--- src/rtl/seq_shift_add_mult_if.sv ---
// Operand/result bundle for the sequential shift-add multiplier.
// START is a request, taken only while BUSY=0; READY qualifies P and stays high until the next taken START.
interface seq_shift_add_mult_if #(
  parameter int WIDTH = 4
);
  logic                 START;
  logic                 SIGNED;
  logic [WIDTH-1:0]     A;
  logic [WIDTH-1:0]     B;
  logic [2*WIDTH-1:0]   P;
  logic                 READY;
  logic                 BUSY;

  modport master (
    output START,
    output SIGNED,
    output A,
    output B,
    input  P,
    input  READY,
    input  BUSY
  );

  modport slave (
    input  START,
    input  SIGNED,
    input  A,
    input  B,
    output P,
    output READY,
    output BUSY
  );
endinterface

--- src/rtl/seq_shift_add_mult.sv ---
// Sequential shift-add multiplier: one partial product per clock on operand magnitudes,
// with the sign applied to the finished product in a single FIX cycle.
module seq_shift_add_mult #(
  parameter  int WIDTH = 4,
  localparam int CNT_W = $clog2(WIDTH + 1)
) (
  input  logic                  CK,
  input  logic                  RST_N,
  seq_shift_add_mult_if.slave   bus,
  output logic [1:0]            state_dbg
);

  typedef enum logic [1:0] {
    S_IDLE = 2'd0,
    S_RUN  = 2'd1,
    S_FIX  = 2'd2,
    S_DONE = 2'd3
  } state_t;

  state_t               state_q, state_d;
  logic [WIDTH-1:0]     ax_q, ax_d;
  logic [WIDTH-1:0]     mr_q, mr_d;
  logic [WIDTH:0]       acc_q, acc_d;
  logic [CNT_W-1:0]     cnt_q, cnt_d;
  logic                 neg_q, neg_d;
  logic [2*WIDTH-1:0]   p_q, p_d;

  logic                 accept;
  logic                 cnt_last;
  logic [WIDTH-1:0]     a_mag;
  logic [WIDTH-1:0]     b_mag;
  logic [WIDTH:0]       sum;
  logic [2*WIDTH-1:0]   prod;

  assign accept   = bus.START & ((state_q == S_IDLE) | (state_q == S_DONE));
  assign cnt_last = (cnt_q == CNT_W'(WIDTH - 1));

  // State register
  always_ff @(posedge CK or negedge RST_N) begin
    if (!RST_N) begin
      state_q <= S_IDLE;
    end else begin
      state_q <= state_d;
    end
  end

  // Next-state logic
  always_comb begin
    state_d = state_q;
    case (state_q)
      S_IDLE:  if (accept) state_d = S_RUN;
      S_RUN:   if (cnt_last) state_d = S_FIX;
      S_FIX:   state_d = S_DONE;
      S_DONE:  if (accept) state_d = S_RUN;
      default: state_d = S_IDLE;
    endcase
  end

  // Output logic
  always_comb begin
    bus.P     = p_q;
    bus.READY = (state_q == S_DONE);
    bus.BUSY  = (state_q == S_RUN) | (state_q == S_FIX);
    state_dbg = state_q;
  end

  // Operand magnitudes; the most negative value maps onto its unsigned magnitude.
  always_comb begin
    a_mag = bus.A;
    b_mag = bus.B;
    if (bus.SIGNED & bus.A[WIDTH-1]) a_mag = ~bus.A + 1'b1;
    if (bus.SIGNED & bus.B[WIDTH-1]) b_mag = ~bus.B + 1'b1;
  end

  always_comb begin
    sum  = acc_q + {1'b0, (mr_q[0] ? ax_q : {WIDTH{1'b0}})};
    prod = {acc_q[WIDTH-1:0], mr_q};
  end

  // Datapath next-state
  always_comb begin
    ax_d  = ax_q;
    mr_d  = mr_q;
    acc_d = acc_q;
    cnt_d = cnt_q;
    neg_d = neg_q;
    p_d   = p_q;
    case (state_q)
      S_IDLE, S_DONE: begin
        if (accept) begin
          ax_d  = a_mag;
          mr_d  = b_mag;
          acc_d = '0;
          cnt_d = '0;
          neg_d = bus.SIGNED & (bus.A[WIDTH-1] ^ bus.B[WIDTH-1]);
        end
      end
      S_RUN: begin
        // {ACC,MR} shifts right as one 2*WIDTH+1 bit register.
        acc_d = {1'b0, sum[WIDTH:1]};
        mr_d  = {sum[0], mr_q[WIDTH-1:1]};
        cnt_d = cnt_q + 1'b1;
      end
      S_FIX: begin
        p_d = neg_q ? (~prod + 1'b1) : prod;
      end
      default: ;
    endcase
  end

  always_ff @(posedge CK or negedge RST_N) begin
    if (!RST_N) begin
      ax_q  <= '0;
      mr_q  <= '0;
      acc_q <= '0;
      cnt_q <= '0;
      neg_q <= 1'b0;
      p_q   <= '0;
    end else begin
      ax_q  <= ax_d;
      mr_q  <= mr_d;
      acc_q <= acc_d;
      cnt_q <= cnt_d;
      neg_q <= neg_d;
      p_q   <= p_d;
    end
  end

endmodule
--- src/flat_wrapper.sv ---
// flat-port wrapper written by rule: the top's interface ports become plain ports
module seq_shift_add_mult_flat 
#(
  parameter  int WIDTH = 4,
  localparam int CNT_W = $clog2(WIDTH + 1)
)
  (CK, RST_N, state_dbg, bus_START, bus_SIGNED, bus_A, bus_B, bus_P, bus_READY, bus_BUSY);
  seq_shift_add_mult_if #(.WIDTH(WIDTH)) bus_i ();
  input  logic CK;
  input  logic RST_N;
  output logic [1:0] state_dbg;
  input wire logic [$bits(bus_i.START)-1:0] bus_START;
  input wire logic [$bits(bus_i.SIGNED)-1:0] bus_SIGNED;
  input wire logic [$bits(bus_i.A)-1:0] bus_A;
  input wire logic [$bits(bus_i.B)-1:0] bus_B;
  output wire logic [$bits(bus_i.P)-1:0] bus_P;
  output wire logic [$bits(bus_i.READY)-1:0] bus_READY;
  output wire logic [$bits(bus_i.BUSY)-1:0] bus_BUSY;
  assign bus_i.START = bus_START;
  assign bus_i.SIGNED = bus_SIGNED;
  assign bus_i.A = bus_A;
  assign bus_i.B = bus_B;
  assign bus_P = bus_i.P;
  assign bus_READY = bus_i.READY;
  assign bus_BUSY = bus_i.BUSY;
  seq_shift_add_mult #(.WIDTH(WIDTH)) u_core (.CK(CK), .RST_N(RST_N), .bus(bus_i), .state_dbg(state_dbg));
endmodule
--- config.mk ---
export PLATFORM = sky130hd
export DESIGN_NAME = seq_shift_add_mult_flat
export DESIGN_NICKNAME = d
export VERILOG_FILES = /design/src/rtl/seq_shift_add_mult_if.sv /design/src/rtl/seq_shift_add_mult.sv /design/src/flat_wrapper.sv
export SDC_FILE = /design/constraint.sdc
export NUM_CORES = 1
export LEC_CHECK = 0
export ABC_AREA = 1
export CELL_PAD_IN_SITES_DETAIL_PLACEMENT = 0
export CELL_PAD_IN_SITES_GLOBAL_PLACEMENT = 1
export CORE_MARGIN = 3
export CORE_UTILIZATION = 39
export DETAILED_ROUTE_END_ITERATION = 10
export HOLD_SLACK_MARGIN = 0.06
export PLACE_DENSITY = 0.83
export SETUP_SLACK_MARGIN = 0.3
export SLEW_MARGIN = 20
export SYNTH_ARGS = -nofsm -noshare
export SYNTH_HDL_FRONTEND = slang
export SYNTH_SLANG_ARGS = --single-unit
export TNS_END_PERCENT = 5
--- constraint.sdc ---
create_clock -name CK -period 1.8 [get_ports CK]
set_input_delay 0.54 -clock CK [delete_from_list [all_inputs] [get_ports CK]]
set_output_delay 0.54 -clock CK [all_outputs]
set_load 0.01 [all_outputs]
==> results.json <==
{
  "status": "finished, final reports clean",
  "antenna_found_initial": 0,
  "cts-root-buf": "clkbuf_8",
  "synth_warnings": 0,
  "synth_cell_types": 27,
  "path_delay_family": "buffers and inverters",
  "post-route-min-period_ps": 1700,
  "r2r_slack_ps": 230,
  "dr.pass1.iters": 4,
  "overflow": 0,
  "reg2reg_from": "u_core.state_dbg[0]",
  "avgSynthCellArea_um2": 8.08,
  "num_io_pins": 24,
  "htree_levels": 1,
  "die_w_um": 69.1,
  "clock-sinks": 26,
  "grt_pass1_vias": 1349,
  "tightest_slew_ps": 400,
  "grt_util_met1_pct": 18.6,
  "cts_inserted_buffers": 3,
  "grt_pass1_wl_um": 5950,
  "finalClockSkew_ps": 2.88,
  "final_area_mm2": 0.00197,
  "ir_drop_mv": 0.877,
  "setup_ws_ps": 97.7,
  "syn-cell-area_mm2": 0.00155,
  "dpl.cell_count": 273,
  "clk_pin_slew_ps": 90,
  "first_iter_violations": 93,
  "grtUsageMet3_pct": 1.90,
  "fillers": 387,
  "gp_congestion": 0.745,
  "post-route-period-util_pct": 94.6,
  "hold_path.class": "reg2reg",
  "synth_fp_nets": 218,
  "post-place-ws_ps": -16.6,
  "wl_per_cell_um": 11.5,
  "hold_viol": 0,
  "min_path_cells": 2,
  "power.density_mw_per_mm2": 1660,
  "relSlewSlack_pct": 73.4,
  "fin_total_pwr_mw": 3.27,
  "worst_r2r_path_depth": 7,
  "clk_latency_ps": 270,
  "final_cells": 277,
  "grt.busiest_layer": "met2",
  "path_class": "reg2out",
  "r2r_end": "u_core.mr_q[3]",
  "drc": 0,
  "critPathSlowestCell": "clkdlybuf4s50_1",
  "min_to": "u_core.bus.P[7]",
  "synth-seq-area-share_pct": 41.9,
  "setup_viol": 0,
  "crit_buf_inv": 1,
  "placed_area_mm2": 0.00193,
  "syn_inst": 192,
  "via_count": 1304,
  "die_h_um": 69.1,
  "layout-drive-gt1-share_pct": 11.8,
  "final_nets": 256,
  "fmax_ghz": 0.587,
  "hold_buffers": 0,
  "synth_seq_cells": 26,
  "rsz0062_at_grt": "true",
  "diodes": 0,
  "core_mm2": 0.00374,
  "clock_path_buffers": 2,
  "wirelength_um": 3190,
  "rows": 22,
  "grt_usage_pct": 15.0,
  "grt_max_degree": 27,
  "grt_use_met2_pct": 27.2,
  "via_per_inst": 4.71,
  "cp-start-kind": "register",
  "worstPathRequired_ps": 1260,
  "regArea_um2": 652,
  "p_leak_nw": 1.03,
  "cpPeakStageDelay_ps": 530,
  "initial_utilization_pct": 41.4,
  "port_buffers": 23,
  "cp_max_fo": 2,
  "end_kind": "primary output",
  "place_hpwl_um": 2530,
  "hold_start": "u_core.bus.P[7]",
  "drv_cap": 0,
  "tns_ps": 0,
  "area_growth_pct": 26.9,
  "cts_tree": "built",
  "crit_chain": "clkdlybuf4s50_1",
  "ant_nets": 0,
  "die_area_mm2": 0.00477,
  "multi_input_area_um2": 778,
  "slew_violations": 0,
  "critical_path_arrival_ps": 1160
}
[flip-flops by register name, indices dropped and copies added (netlist names)]
register	cells
u_core.ax_q	4
u_core.state_dbg	2
u_core.cnt_q	3
u_core.mr_q	4
u_core.acc_q	4
u_core.bus.P	8
u_core.neg_q	1
[power by group]
part / switching [mW] / internal, mW
combinational: 1.05 / 0.803
sequential: 0.187 / 0.843
clock: 0.185 / 0.196
total: 1.43 / 1.84
[metrics by stage]
stage | utilization (%) | hold WS, ps
detailed placement | 51.5 | 465
CTS | 52.5 | 489
floorplan | - | 244
global placement | 51.5 | 463
global route | 52.6 | 524
finish | 52.6 | 479
[final cells by class]
cell class                 instances  area share (%)
multi-input combinational        134            39.5
timing repair buffer              36            16.0
tap                               48            3.05
inverter                          29            5.53
sequential                        26            33.1
clock buffer                       4            2.80
[layer usage]
metal / wire [µm] / vias up
li1: - / 701
met1: 1570 / 582
met2: 1500 / 19
met3: 108 / 2
met4: 14 / 0
met5: 0 / -
[layout by cell type (no fill, tap or decap), drive strengths merged]
cell / synthesis / routed
a21oi: 9 / 9
a22o: 1 / 1
a22oi: 1 / 1
a31oi: 1 / 1
buf: 3 / 15
clkbuf: 0 / 4
clkdlybuf4s50: 0 / 16
clkinv: 1 / 1
dfrtp: 26 / 26
dlygate4sd2: 0 / 4
dlymetal6s2s: 0 / 1
fa: 1 / 1
ha: 13 / 13
inv: 28 / 28
nand2: 52 / 52
nand3: 12 / 12
nand4: 1 / 1
nor2: 11 / 11
nor3: 1 / 1
o211ai: 2 / 2
o21ai: 19 / 19
o22ai: 3 / 3
o2bb2ai: 1 / 1
o31ai: 1 / 1
xnor2: 3 / 3
xor2: 2 / 2
[worst max path at each step]
stage	startpoint	endpoint	cells past startpoint
after floorplan	u_core.state_dbg[0]	bus_BUSY	3
after global placement	u_core.state_dbg[0]	bus_BUSY	4
after detailed placement	u_core.state_dbg[0]	bus_BUSY	4
after CTS	u_core.bus.P[0]	bus_P[0]	1
after global routing	u_core.bus.P[4]	bus_P[4]	1
final	u_core.bus.P[0]	bus_P[0]	1
[kinds of logic (layout without fill, tap and decap cells)]
group / Yosys count / after routing / synth area share [%]
compound gates: 38 / 38 / 14.9
xor+xnor: 5 / 5 / 2.82
fa+ha+maj: 14 / 14 / 11.8
flops: 26 / 26 / 41.9
simple gates: 77 / 77 / 20.2
buf+inv: 32 / 69 / 8.39
[synth_stat cells]
cell type,n,area (µm²)
o21ai_0,17,85.1
nand4_1,1,6.26
dfrtp_1,26,651
inv_1,27,101
o21ai_2,2,17.5
nand3_1,12,60.1
buf_2,2,10.0
buf_6,1,11.3
nor3_1,1,5.00
o211ai_1,1,7.51
o22ai_1,3,18.8
clkinv_1,1,3.75
a21oi_1,9,45.0
o211ai_2,1,12.5
ha_1,13,163
fa_1,1,20.0
a22oi_1,1,7.51
o2bb2ai_2,1,15.0
a22o_1,1,8.76
inv_2,1,3.75
xor2_1,2,17.5
a31oi_1,1,6.26
o31ai_1,1,7.51
xnor2_1,3,26.3
nand2_2,2,12.5
nand2_1,50,188
nor2_1,11,41.3
[repair_timing]
| action | in CTS | in global routing |
|---|---|---|
| endpoints found under the setup margin | 21 | 28 |
| buffers inserted | 0 | 0 |
| gates resized for setup | 12 | 1 |
(Power assumes the default switching activity.)
